$ cat src/rtl/sccb_arb_pkg.sv
// rtl/sccb_arb_pkg.sv - shared state encoding and default parameters for the SCCB bus arbiter
package sccb_arb_pkg;

    typedef enum logic [1:0] {
        IDLE      = 2'd0,
        ISSUE     = 2'd1,
        WAIT_DONE = 2'd2
    } state_t;

    localparam int DEF_NUM_REQ        = 2;
    localparam int DEF_DATA_W         = 16;
    localparam int DEF_TIMEOUT_CYCLES = 50000;

endpackage

$ cat src/rtl/sccb_bus_arbiter_rr_pick.sv
// rtl/sccb_bus_arbiter_rr_pick.sv - combinational round-robin picker: first set request at or after ptr
module rr_pick #(
    parameter int NUM_REQ = 2,
    parameter int IW      = $clog2(NUM_REQ)
) (
    input  logic [NUM_REQ-1:0] req,
    input  logic [IW-1:0]      ptr,
    output logic [NUM_REQ-1:0] grant,
    output logic [IW-1:0]      grant_idx,
    output logic               any_valid
);

    always_comb begin
        int idx;
        idx       = 0;
        grant     = '0;
        grant_idx = '0;
        any_valid = 1'b0;
        for (int i = 0; i < NUM_REQ; i++) begin
            idx = int'(ptr) + i;
            if (idx >= NUM_REQ) idx = idx - NUM_REQ;
            if (!any_valid && req[idx]) begin
                any_valid      = 1'b1;
                grant[idx]     = 1'b1;
                grant_idx      = IW'(idx);
            end
        end
    end

endmodule

$ cat src/rtl/sccb_bus_arbiter.sv
// rtl/sccb_bus_arbiter.sv - round-robin arbiter sharing one SCCB write engine among requesters
// Optional requester lock enabled by defining SCCB_ARB_LOCK_EN.
module sccb_bus_arbiter
    import sccb_arb_pkg::*;
#(
    parameter int NUM_REQ        = DEF_NUM_REQ,
    parameter int DATA_W         = DEF_DATA_W,
    parameter int TIMEOUT_CYCLES = DEF_TIMEOUT_CYCLES
) (
    input  logic                        clk_i,
    input  logic                        reset_n_i,
    input  logic [NUM_REQ-1:0]          req_valid_i,
    input  logic [NUM_REQ*DATA_W-1:0]   req_data_i,
`ifdef SCCB_ARB_LOCK_EN
    input  logic [NUM_REQ-1:0]          req_lock_i,
`endif
    output logic [NUM_REQ-1:0]          req_ready_o,
    output logic [NUM_REQ-1:0]          req_done_o,
    output logic [NUM_REQ-1:0]          req_err_o,
    output logic                        eng_valid_o,
    output logic [DATA_W-1:0]           eng_data_o,
    input  logic                        eng_ready_i,
    input  logic                        eng_done_i,
    output logic                        busy_o,
    output logic [$clog2(NUM_REQ)-1:0]  grant_id_o
);

    localparam int IW = $clog2(NUM_REQ);
    localparam int TW = $clog2(TIMEOUT_CYCLES);

    state_t               state;
    logic [IW-1:0]        ptr;
    logic [TW-1:0]        timer;
    logic [DATA_W-1:0]    data_q;
    logic [IW-1:0]        grant_q;
    logic [NUM_REQ-1:0]   done_q;
    logic [NUM_REQ-1:0]   err_q;

    logic [NUM_REQ-1:0]   pick_req;
    logic [NUM_REQ-1:0]   pick_grant;
    logic [IW-1:0]        pick_idx;
    logic                 pick_any;
    logic [NUM_REQ-1:0]   grant_oh;
    logic [IW-1:0]        next_ptr;
    logic                 timeout_hit;

    assign grant_oh    = NUM_REQ'(1) << grant_q;
    assign next_ptr    = (pick_idx == IW'(NUM_REQ - 1)) ? '0 : pick_idx + 1'b1;
    assign timeout_hit = (timer == TW'(TIMEOUT_CYCLES - 1));

`ifdef SCCB_ARB_LOCK_EN
    logic lock_active;
    // While locked only the last-granted requester is visible to the picker.
    assign pick_req = lock_active ? (req_valid_i & grant_oh) : req_valid_i;
`else
    assign pick_req = req_valid_i;
`endif

    rr_pick #(
        .NUM_REQ  (NUM_REQ),
        .IW       (IW)
    ) u_rr_pick (
        .req       (pick_req),
        .ptr       (ptr),
        .grant     (pick_grant),
        .grant_idx (pick_idx),
        .any_valid (pick_any)
    );

    assign req_ready_o = (state == IDLE && reset_n_i) ? pick_grant : '0;
    assign eng_valid_o = (state == ISSUE);
    assign busy_o      = (state != IDLE);
    assign eng_data_o  = data_q;
    assign grant_id_o  = grant_q;
    assign req_done_o  = done_q;
    assign req_err_o   = err_q;

    always_ff @(posedge clk_i or negedge reset_n_i) begin
        if (!reset_n_i) begin
            state   <= IDLE;
            ptr     <= '0;
            timer   <= '0;
            data_q  <= '0;
            grant_q <= '0;
            done_q  <= '0;
            err_q   <= '0;
`ifdef SCCB_ARB_LOCK_EN
            lock_active <= 1'b0;
`endif
        end else begin
            done_q <= '0;
            err_q  <= '0;
            case (state)
                IDLE: begin
                    if (pick_any) begin
                        data_q  <= req_data_i[pick_idx*DATA_W +: DATA_W];
                        grant_q <= pick_idx;
                        ptr     <= next_ptr;
                        timer   <= '0;
                        state   <= ISSUE;
                    end
`ifdef SCCB_ARB_LOCK_EN
                    else if (lock_active && !req_valid_i[grant_q]) begin
                        lock_active <= 1'b0;
                    end
`endif
                end
                ISSUE: begin
                    timer <= timer + 1'b1;
                    if (timeout_hit) begin
                        err_q <= grant_oh;
                        state <= IDLE;
`ifdef SCCB_ARB_LOCK_EN
                        lock_active <= 1'b0;
`endif
                    end else if (eng_ready_i) begin
                        state <= WAIT_DONE;
                    end
                end
                WAIT_DONE: begin
                    timer <= timer + 1'b1;
                    // Done takes priority over a timeout landing in the same cycle.
                    if (eng_done_i) begin
                        done_q <= grant_oh;
                        state  <= IDLE;
`ifdef SCCB_ARB_LOCK_EN
                        if (req_lock_i[grant_q]) begin
                            lock_active <= 1'b1;
                            ptr         <= grant_q;
                        end else begin
                            lock_active <= 1'b0;
                        end
`endif
                    end else if (timeout_hit) begin
                        err_q <= grant_oh;
                        state <= IDLE;
`ifdef SCCB_ARB_LOCK_EN
                        lock_active <= 1'b0;
`endif
                    end
                end
                default: state <= IDLE;
            endcase
        end
    end

endmodule

$ cat config.mk
export PLATFORM = sky130hd
export DESIGN_NAME = sccb_bus_arbiter
export DESIGN_NICKNAME = d
export VERILOG_FILES = /design/src/rtl/sccb_arb_pkg.sv /design/src/rtl/sccb_bus_arbiter_rr_pick.sv /design/src/rtl/sccb_bus_arbiter.sv
export SDC_FILE = /design/constraint.sdc
export NUM_CORES = 1
export LEC_CHECK = 0
export ABC_CLOCK_PERIOD_IN_PS = 2150
export CORE_MARGIN = 3
export CORE_UTILIZATION = 46
export DETAILED_ROUTE_END_ITERATION = 6
export PLACE_DENSITY = 0.9
export SYNTH_ARGS = -nofsm -noshare
export SYNTH_HDL_FRONTEND = slang
export SYNTH_HIERARCHICAL = 1
export SYNTH_SLANG_ARGS = --single-unit
$ cat constraint.sdc
create_clock -name clk_i -period 2.15 [get_ports clk_i]
set_input_delay 0.645 -clock clk_i [delete_from_list [all_inputs] [get_ports clk_i]]
set_output_delay 0.645 -clock clk_i [all_outputs]
set_load 0.02 [all_outputs]
==> results by group, run 1 <==
Layout
  – Most frequent cells in the layout: clkdlybuf4s50_1, dfrtp_1, o21ai_0
  – Syn-to-layout area delta: 43.7%
  – Antenna cell count: 0
  – Commonest non-fill, non-tap cell in the layout: clkdlybuf4s50_1
  – Post-route insts no fill: 328
  – Fraction of layout cells with a size suffix above 1: 0.112
  – Layout net count: 319
  – FILL cells: 315

Drt
  – DRT antenna net count: 0
  – DRC violations left: 0
  – Vias per Instance: 5.31
  – Wire per inst: 14.2 um
  – DR pass1 iterations: 4
  – Iteration-0 DRC Markers: 79
  – DR vias: 1742
  – Post-Route WL: 4650 um

Floorplan
  – Core Region: 4090 um2
  – I/O pin count: 63
  – Starting Density: 0.485
  – DIE WIDTH: 71.6 um
  – Die Height: 71.6 um
  – Site row count: 23
  – Die area: 5130 um2

Setup path
  – R2r startpoint: state[0]
  – WP buf/inv: 2
  – Reg2reg path depth: 7
  – CP cell instances: dlygate4sd2_1, a21boi_1, and3_1, buf_2
  – Critical R2R Capture: timer[12]
  – Crit-path leading delay family: buffers and inverters
  – WP data arrival: 1.45 ns
  – Crit-path slowest cell: dlygate4sd2_1
  – Startpoint Class: primary input
  – Reg2reg setup slack: 0.07 ns
  – Worst setup path start: req_valid_i[0]
  – CP Max Fanout: 4
  – CP Class: in2out
  – Critical path's largest stage delay: 0.27 ns
  – Req. time, crit path: 1.50 ns
  – Critical path capture point type: primary output

Job
  – # Max-Cap Violations: 0

Global routing
  – Initial antenna violation count: 0
  – GRT Overall Usage: 0.193
  – Total grt overflow: 0
  – Global-route wire length before repair: 7780 um
  – Pin count of the biggest net entering global routing: 38
  – Vias in the first global route: 1762

Logic synthesis
  – Syn_area_per_cell: 9.90 um2
  – Yosys warnings: 6
  – Mapped Nets: 242
  – Post-synthesis sequential element count: 40
  – Synth Cell Area: 1980 um2
  – Netlist cell types: 36
  – Seq/Total Area, Yosys: 0.505
  – Post-Synthesis Cells: 200

Timing
  – Hold slack: 0.283 ns
  – Fin crit period: 2.10 ns
  – Setup tns final: 0 ns
  – Max-slew violations: 0
  – Endpoints failing setup: 0
  – Final cycle utilization of the critical path: 0.975
  – Relative slew slack: 0.698
  – Worst-margin pin slew: 0.453 ns
  – Final hold vios: 0
  – Fmax: 0.477 GHz
  – Clock skew: 0.00969 ns

Clock tree
  – Clock Tree Root: clkbuf_8
  – H-tree Lvls: 2
  – Skew-Pair Late Insertion Delay: 0.29 ns
  – Clock tree buffer depth: 2
  – CTS tree: built
  – Hold_buf cts: 0
  – Clk sinks: 40
  – Num CTS Buffers: 5
  – Clk slew on worst S/H paths: 0.07 ns

Placed design
  – Placed Instances: 319
  – DPL Wire Length: 3530 um
  – Gpl congestion: 0.819
  – I/O Buffers: 62

Power and ir drop
  – PwrDens: 1120 nW/um2
  – Leak: 1.27 nW
  – Total power: 3.20 mW
  – Maximum vdd drop: 646 uV

Status
  – Outcome: finished, final reports clean

Worst hold path
  – Hold Path Class: in2async
cells by family after synthesis:
| family | share of synthesized area |
|---|---|
| flops | 0.505 |
| xor+xnor | 0.0310 |
| fa+ha+maj | 0.0253 |
| buf+inv | 0.0347 |
| mux | 0.0910 |
| compound gates | 0.134 |
| simple gates | 0.179 |
area by class of cell:
type                    count  area (um2)  area share
multi-input cells         143         923       0.324
inverters                   9        33.8      0.0119
flip-flops and latches     40        1000       0.352
well taps                  50        62.6      0.0220
clock buffers               8        90.1      0.0316
repair buffers             78         736       0.258
power breakdown:
group          total (mW)  switching (mW)  internal (mW)
Combinational        1.59           0.858          0.732
Sequential           1.11           0.133          0.973
Clock               0.504           0.242          0.262
how the worst max path moves through the flow:
stage                      to  slack [ns]  cells past startpoint
3_3_place_gp   req_ready_o[0]       -0.63                      4
3_5_place_dp   req_ready_o[1]       -0.66                      4
5_1_grt             timer[12]      -0.009                      7
4_1_cts             timer[12]        0.06                      7
6_report       req_ready_o[1]        0.05                      4
2_1_floorplan       timer[14]        0.17                      6
cell usage after synthesis:
cell type | count | area share
dfrtp_1 | 40 | 0.51
o21ai_0 | 28 | 0.071
nand2_1 | 24 | 0.045
mux2i_1 | 18 | 0.091
nor2_1 | 12 | 0.023
inv_1 | 9 | 0.017
a21oi_1 | 7 | 0.018
xnor2_1 | 7 | 0.031
clkbuf_1 | 5 | 0.0095
nand3_1 | 5 | 0.013
and3_1 | 4 | 0.013
ha_1 | 4 | 0.025
nor3_1 | 4 | 0.010
or3_1 | 4 | 0.013
a21boi_0 | 3 | 0.011
nor4b_1 | 3 | 0.013
a21o_1 | 2 | 0.0076
nand4_1 | 2 | 0.0063
nor4bb_1 | 2 | 0.010
a22o_1 | 1 | 0.0044
a31o_2 | 1 | 0.0044
a31oi_1 | 1 | 0.0032
a32o_1 | 1 | 0.0051
a41o_1 | 1 | 0.0051
buf_1 | 1 | 0.0019
buf_2 | 1 | 0.0025
buf_4 | 1 | 0.0038
nand2b_1 | 1 | 0.0032
nand4b_1 | 1 | 0.0044
nor2b_1 | 1 | 0.0032
nor3b_1 | 1 | 0.0038
nor4_1 | 1 | 0.0032
nor4_2 | 1 | 0.0063
o2bb2ai_1 | 1 | 0.0044
or2_1 | 1 | 0.0032
or4_4 | 1 | 0.0057
sequential cells by signal, indices dropped and copies added, names as in the netlist:
register    flops
eng_data_o     16
timer          16
req_done_o      2
req_err_o       2
state           2
grant_id_o      1
ptr             1
metal layers:
layer / vias up / share of wire / global-route usage
met3: 6 / 0.056 / 0.0505
li1: 855 / - / -
met4: 0 / 0.019 / 0.0877
met2: 49 / 0.52 / 0.342
met5: - / 0 / 0
met1: 832 / 0.40 / 0.217
timing repair:
| action | 4_1_cts | 5_1_grt |
|---|---|---|
| resized for setup | 15 | 2 |
| gates cloned | 0 | 0 |
| buffers inserted | 0 | 1 |
| pin swaps | 1 | 0 |
| setup endpoints to repair | 6 | 2 |
through the flow:
step	util	cell area (um2)	setup slack (ns)
CTS	0.693	2830	0.0604
global placement	0.674	2750	-0.629
detailed placement	0.674	2750	-0.664
floorplan	-	1980	0.174
finish	0.697	2850	0.0539
global route	0.697	2850	-0.00921
(Power assumes the default switching activity.)
==> run 2, diff against run 1 <==
==> constraint.sdc (replaced) <==
create_clock -name clk_i -period 2.15 [get_ports clk_i]
set_input_delay 0.43 -clock clk_i [delete_from_list [all_inputs] [get_ports clk_i]]
set_output_delay 0.43 -clock clk_i [all_outputs]
set_load 0.02 [all_outputs]
==> results by group, run 2 (synthesis gave the netlist of run 1 again) <==
Layout
  – Most frequent cells in the layout: clkdlybuf4s50_1, dfrtp_1, o21ai_0
  – Fraction of layout cells with a size suffix above 1: 0.0945
  – Antenna cell count: 0
  – Commonest non-fill, non-tap cell in the layout: clkdlybuf4s50_1
  – Post-route insts no fill: 325
  – Layout net count: 316
  – FILL cells: 320
  – Area taken by multi-input logic gates: 915 um2
  – Syn-to-layout area delta: 42.9%
  – FF+latch area: 1000 um2

Drt
  – Post-Route WL: 4690 um
  – Wire per inst: 14.4 um
  – DR vias: 1757
  – Vias per Instance: 5.41
  – Iteration-0 DRC Markers: 55
  – DRT antenna net count: 0
  – DR pass1 iterations: 4
  – DRC violations left: 0

Setup path
  – CP Max Fanout: 4
  – Reg2reg setup slack: 0.13 ns
  – CP Class: in2out
  – Startpoint Class: primary input
  – R2r startpoint: state[1]
  – CP cell instances: clkdlybuf4s50_1, a21boi_0, and3_1, clkdlybuf4s15_1
  – Critical path's largest stage delay: 0.50 ns
  – Critical path capture point type: primary output
  – WP data arrival: 1.66 ns
  – Req. time, crit path: 1.72 ns
  – Worst setup path start: req_valid_i[1]
  – Crit-path slowest cell: clkdlybuf4s50_1

Timing
  – Worst-margin pin slew: 0.368 ns
  – RSZ-0062 raised after global routing: false
  – Clock skew: 0.00636 ns
  – Final cycle utilization of the critical path: 0.972
  – Final hold vios: 0
  – Endpoints failing setup: 0
  – Relative slew slack: 0.751
  – Fmax: 0.478 GHz
  – Max-slew violations: 0
  – Fin crit period: 2.09 ns

Power and ir drop
  – Comb pwr share: 0.488
  – Switch share: 0.393
  – Power share of the sequential group: 0.349
  – Clock share of power: 0.163
  – Leak: 1.27 nW
  – PwrDens: 1130 nW/um2
  – Maximum vdd drop: 613 uV
  – Total power: 3.19 mW
  – Psw: 1.26 mW
  – Int Power: 1.93 mW

Global routing
  – Total grt overflow: 0
  – Global-route wire length before repair: 8090 um
  – GRT Overall Usage: 0.198
  – Vias in the first global route: 1846
  – Initial antenna violation count: 0
  – Pin count of the biggest net entering global routing: 31

Job
  – # Max-Cap Violations: 0

Floorplan
  – Starting Density: 0.485
  – I/O pin count: 63
  – Core Region: 4090 um2
  – Site row count: 23
  – DIE WIDTH: 71.6 um
  – Die Height: 71.6 um
  – Die area: 5130 um2

Placed design
  – Gpl congestion: 0.806
  – DPL Wire Length: 3560 um
  – Placed Instances: 317
  – I/O Buffers: 62

Clock tree
  – Num CTS Buffers: 5
  – Clk slew on worst S/H paths: 0.08 ns
  – Clock tree buffer depth: 2
  – Clock Tree Root: clkbuf_8
  – H-tree Lvls: 2
  – Post-CTS Setup Bufs: 0
  – Clk sinks: 40
  – Skew-Pair Late Insertion Delay: 0.29 ns
  – CTS tree: built

Status
  – Outcome: finished, final reports clean

Worst hold path
  – Hold Path Class: in2async
[run 2: cell count changes in the layout (fill, tap and decap cells not counted), sizes merged, moves of 2 or more]
| cell | delta |
|---|---|
| dlygate4sd2 | -2 |
| clkdlybuf4s50 | +2 |
| clkbuf | -2 |
| buf | -5 |
| clkinv | +2 |
[run 2: power by group through the flow]
| stage | logic, mW | registers (mW) | clock network (mW) |
|---|---|---|---|
| floorplan | 0.663 | 1.30 | 0 |
| global placement | 1.53 | 1.11 | 0 |
| detailed placement | 1.58 | 1.12 | 0 |
| CTS | 1.57 | 1.11 | 0.529 |
| global route | 1.71 | 1.14 | 0.557 |
| finish | 1.56 | 1.11 | 0.520 |
[run 2: final timing paths]
| path | to | cells after the start |
|---|---|---|
| hold / removal | eng_data_o[2] | 2 |
| min in group clk_i | eng_data_o[2] | 2 |
| setup / recovery | req_ready_o[1] | 4 |
| setup reg to reg | timer[14] | 6 |
| hold reg to reg | eng_data_o[2] | 2 |
| max in group asynchronous | grant_id_o | 2 |
[run 2: layout make-up]
cell class | count | share of cell area
clock buffer | 6 | 0.0292
inverter | 9 | 0.0119
timing repair buffer | 75 | 0.256
clock inverter | 2 | 0.00354
tap | 50 | 0.0221
sequential | 40 | 0.354
multi-input combinational | 143 | 0.323
[run 2: through the flow]
stage	cell area [um2]	setup TNS, ns	utilization	hold WS [ns]	setup slack (ns)
after floorplan	1980	0	-	0.134	0.174
after global placement	2740	-0.476	0.670	0.460	-0.172
after detailed placement	2740	-0.933	0.670	0.462	-0.235
after CTS	2830	0	0.692	0.140	0.0342
after global routing	2830	0	0.693	0.159	0.00345
final	2830	0	0.693	0.137	0.0600
[run 2: what timing repair did]
item / CTS / global route
endpoints found under the setup margin: 3 / 2
hold buffers: 0 / 0
gates resized for setup: 3 / 2
[run 2: worst max-delay path, delay by kind of cell]
family | cells | cell delay, ns
AOI/OAI and AO/OA | 1 | 0.23
and+or+nand+nor | 1 | 0.19
buffers and inverters | 2 | 0.80
[run 2: layer usage]
layer  GRT usage  vias up  wire length [um]
li1            -      855                 -
met1       0.236      834              1920
met2       0.353       60              2410
met3      0.0463        8               287
met4      0.0585        0                68
met5           0        -                 0
==> run 3, diff against run 2 <==
Settings changed: ABC_CLOCK_PERIOD_IN_PS 2150 to default, HOLD_SLACK_MARGIN from default to 0.06.
==> results of run 3 <==
Final layout, timing and power as in run 2 (identical DEF).
==> variant: new RTL, settings of run 2 <==
Change the package constant `DEF_TIMEOUT_CYCLES` from 50000 to 100000.
--- a/src/rtl/sccb_arb_pkg.sv
+++ b/src/rtl/sccb_arb_pkg.sv
@@ -11,3 +11,3 @@
     localparam int DEF_DATA_W         = 16;
-    localparam int DEF_TIMEOUT_CYCLES = 50000;
+    localparam int DEF_TIMEOUT_CYCLES = 100000;
 
Check against the original RTL: no difference found for any inputs over 10 cycles, from zero or initial values and one cycle with reset_n_i low; that may be too few to reach the edited logic, so the function may still have changed.
==> variant against run 2 <==
Clock skew grew 2.8 ps. Sequential cell count grew 1. Hold slack gained 110 ps. Final area grew 5.7%. Area after synthesis grew 7.7%. Worst setup slack gained 45 ps. Register-to-register slack gained 120 ps. Wire length grew 6.5%. Power grew 7.1%. Largest cell class is now multi-input combinational cells.
==> variant: results (changes against run 2) <==
[critical_path]
cpPeakStageDelay_ps = 510
crit_path_end = req_ready_o[0]
required_ps = 1720  ; about the same
crit_fanout = 4  ; unchanged
crit_start = req_valid_i[0]
reg2regPathDepth = 8  ; +2
worstReg2RegStart = state[1]
r2r_slack_ps = 250  ; +120 ps
r2r-end = timer[6]

[clock_tree]
cts.root.buffer_cell = clkbuf_8
cts_buffers = 5  ; unchanged
hold_buffers = 0  ; unchanged
clk_path_buf_depth = 2  ; unchanged
htreeDepth = 2  ; unchanged
clk_pin_slew_worst_paths_ps = 80  ; about the same

[routing]
topRoutingLayerUsed = met4
wl_met3_um = 202  ; -30%
vias = 1810  ; +3.0%
drt-met1-wl_um = 2080  ; +8.1%
first_pass_iters = 4  ; unchanged
wl_per_cell_um = 14.9  ; +3.1%
drt-initial-drc-count = 93  ; +69%
wl_met2_um = 2600  ; +7.8%

[global_routing]
grt_pass1_wl_um = 8220  ; +1.7%
grt_start_max_net_pins = 42  ; +35%
grt_util_met2 = 0.343  ; -0.0105
grt_util_met1 = 0.232  ; -0.00427
grtUsageTotal = 0.199  ; +0.000715
use_met3 = 0.0554  ; +0.00912

[finish]
fillCellCount = 335  ; +4.7%
drive_gt1_frac = 0.106  ; +0.0111
final_nets = 325  ; +2.8%
syn2layout_area_growth_pct = 40.2
final_cells = 336  ; +3.4%

[placed_design]
hpwl_um = 3780  ; +6.2%
pre_cts_slack_ps = -158  ; +77.3 ps
postPlaceCellArea_mm2 = 0.00287  ; +4.8%
gp_congestion = 0.809  ; +0.31%

[timing]
whs_ps = 248  ; +111 ps
slew_headroom = 0.659  ; -0.0924
finalClockSkew_ps = 9.12  ; +2.76 ps
min_period_over_period = 0.951  ; -0.0208

[logic_synthesis]
syn_avg_cell_area_um2 = 10.0  ; +1.1%
yosys-top-cells-area = dfrtp_1 48%, mux2i_1 8.9%, nand2_1 6.0%
synth.yosys.seq_area_share = 0.481  ; -0.0244
syn_nets = 255  ; +5.4%
synth_cell_types = 38  ; +5.6%
ys_warn_count = 6  ; unchanged
synthTopCellsByCount = 41 x dfrtp_1, 34 x nand2_1, 21 x o21ai_0

[power]
power.leakage_nw = 1.40  ; +10%
p_seq_frac = 0.333  ; -0.016
intPower_mw = 2.08  ; +7.7%
clk-power_uw = 632  ; +22%
ir_drop_mv = 0.776  ; +27%

[run_status]
status = finished, final reports clean

[floorplan]
die-area_mm2 = 0.00549  ; +7.0%

## variant: cell types whose count changed in the layout (fill, tap and decap cells not counted), sizes merged, moves of 3 or more
cell	change
a41o	+3
o21ai	-7
nand2	+10
a31oi	+3
inv	-3
or3	-3
## variant: cell families (layout without fill, tap and decap cells)
kind of cell | after synthesis | in the layout | synth area share
xor+xnor | 6 | 6 | 0.0246
simple gates | 81 | 81 | 0.211
buf+inv | 17 | 88 | 0.0340
fa+ha+maj | 4 | 4 | 0.0235
compound gates | 44 | 44 | 0.131
mux | 20 | 20 | 0.0956
flops | 41 | 41 | 0.481
## variant: cell type report
class                           instances  share of cell area
Sequential cell                        41               0.343
Clock inverter                          3              0.0155
Timing Repair Buffer                   74               0.241
Multi-Input combinational cell        155               0.348
Tap cell                               52              0.0218
Clock buffer                            5              0.0230
Inverter                                6             0.00753
## variant: timing repair
action | CTS | global route
resized for setup | 3 | 2
setup endpoints to repair | 3 | 2
gates cloned | 0 | 0
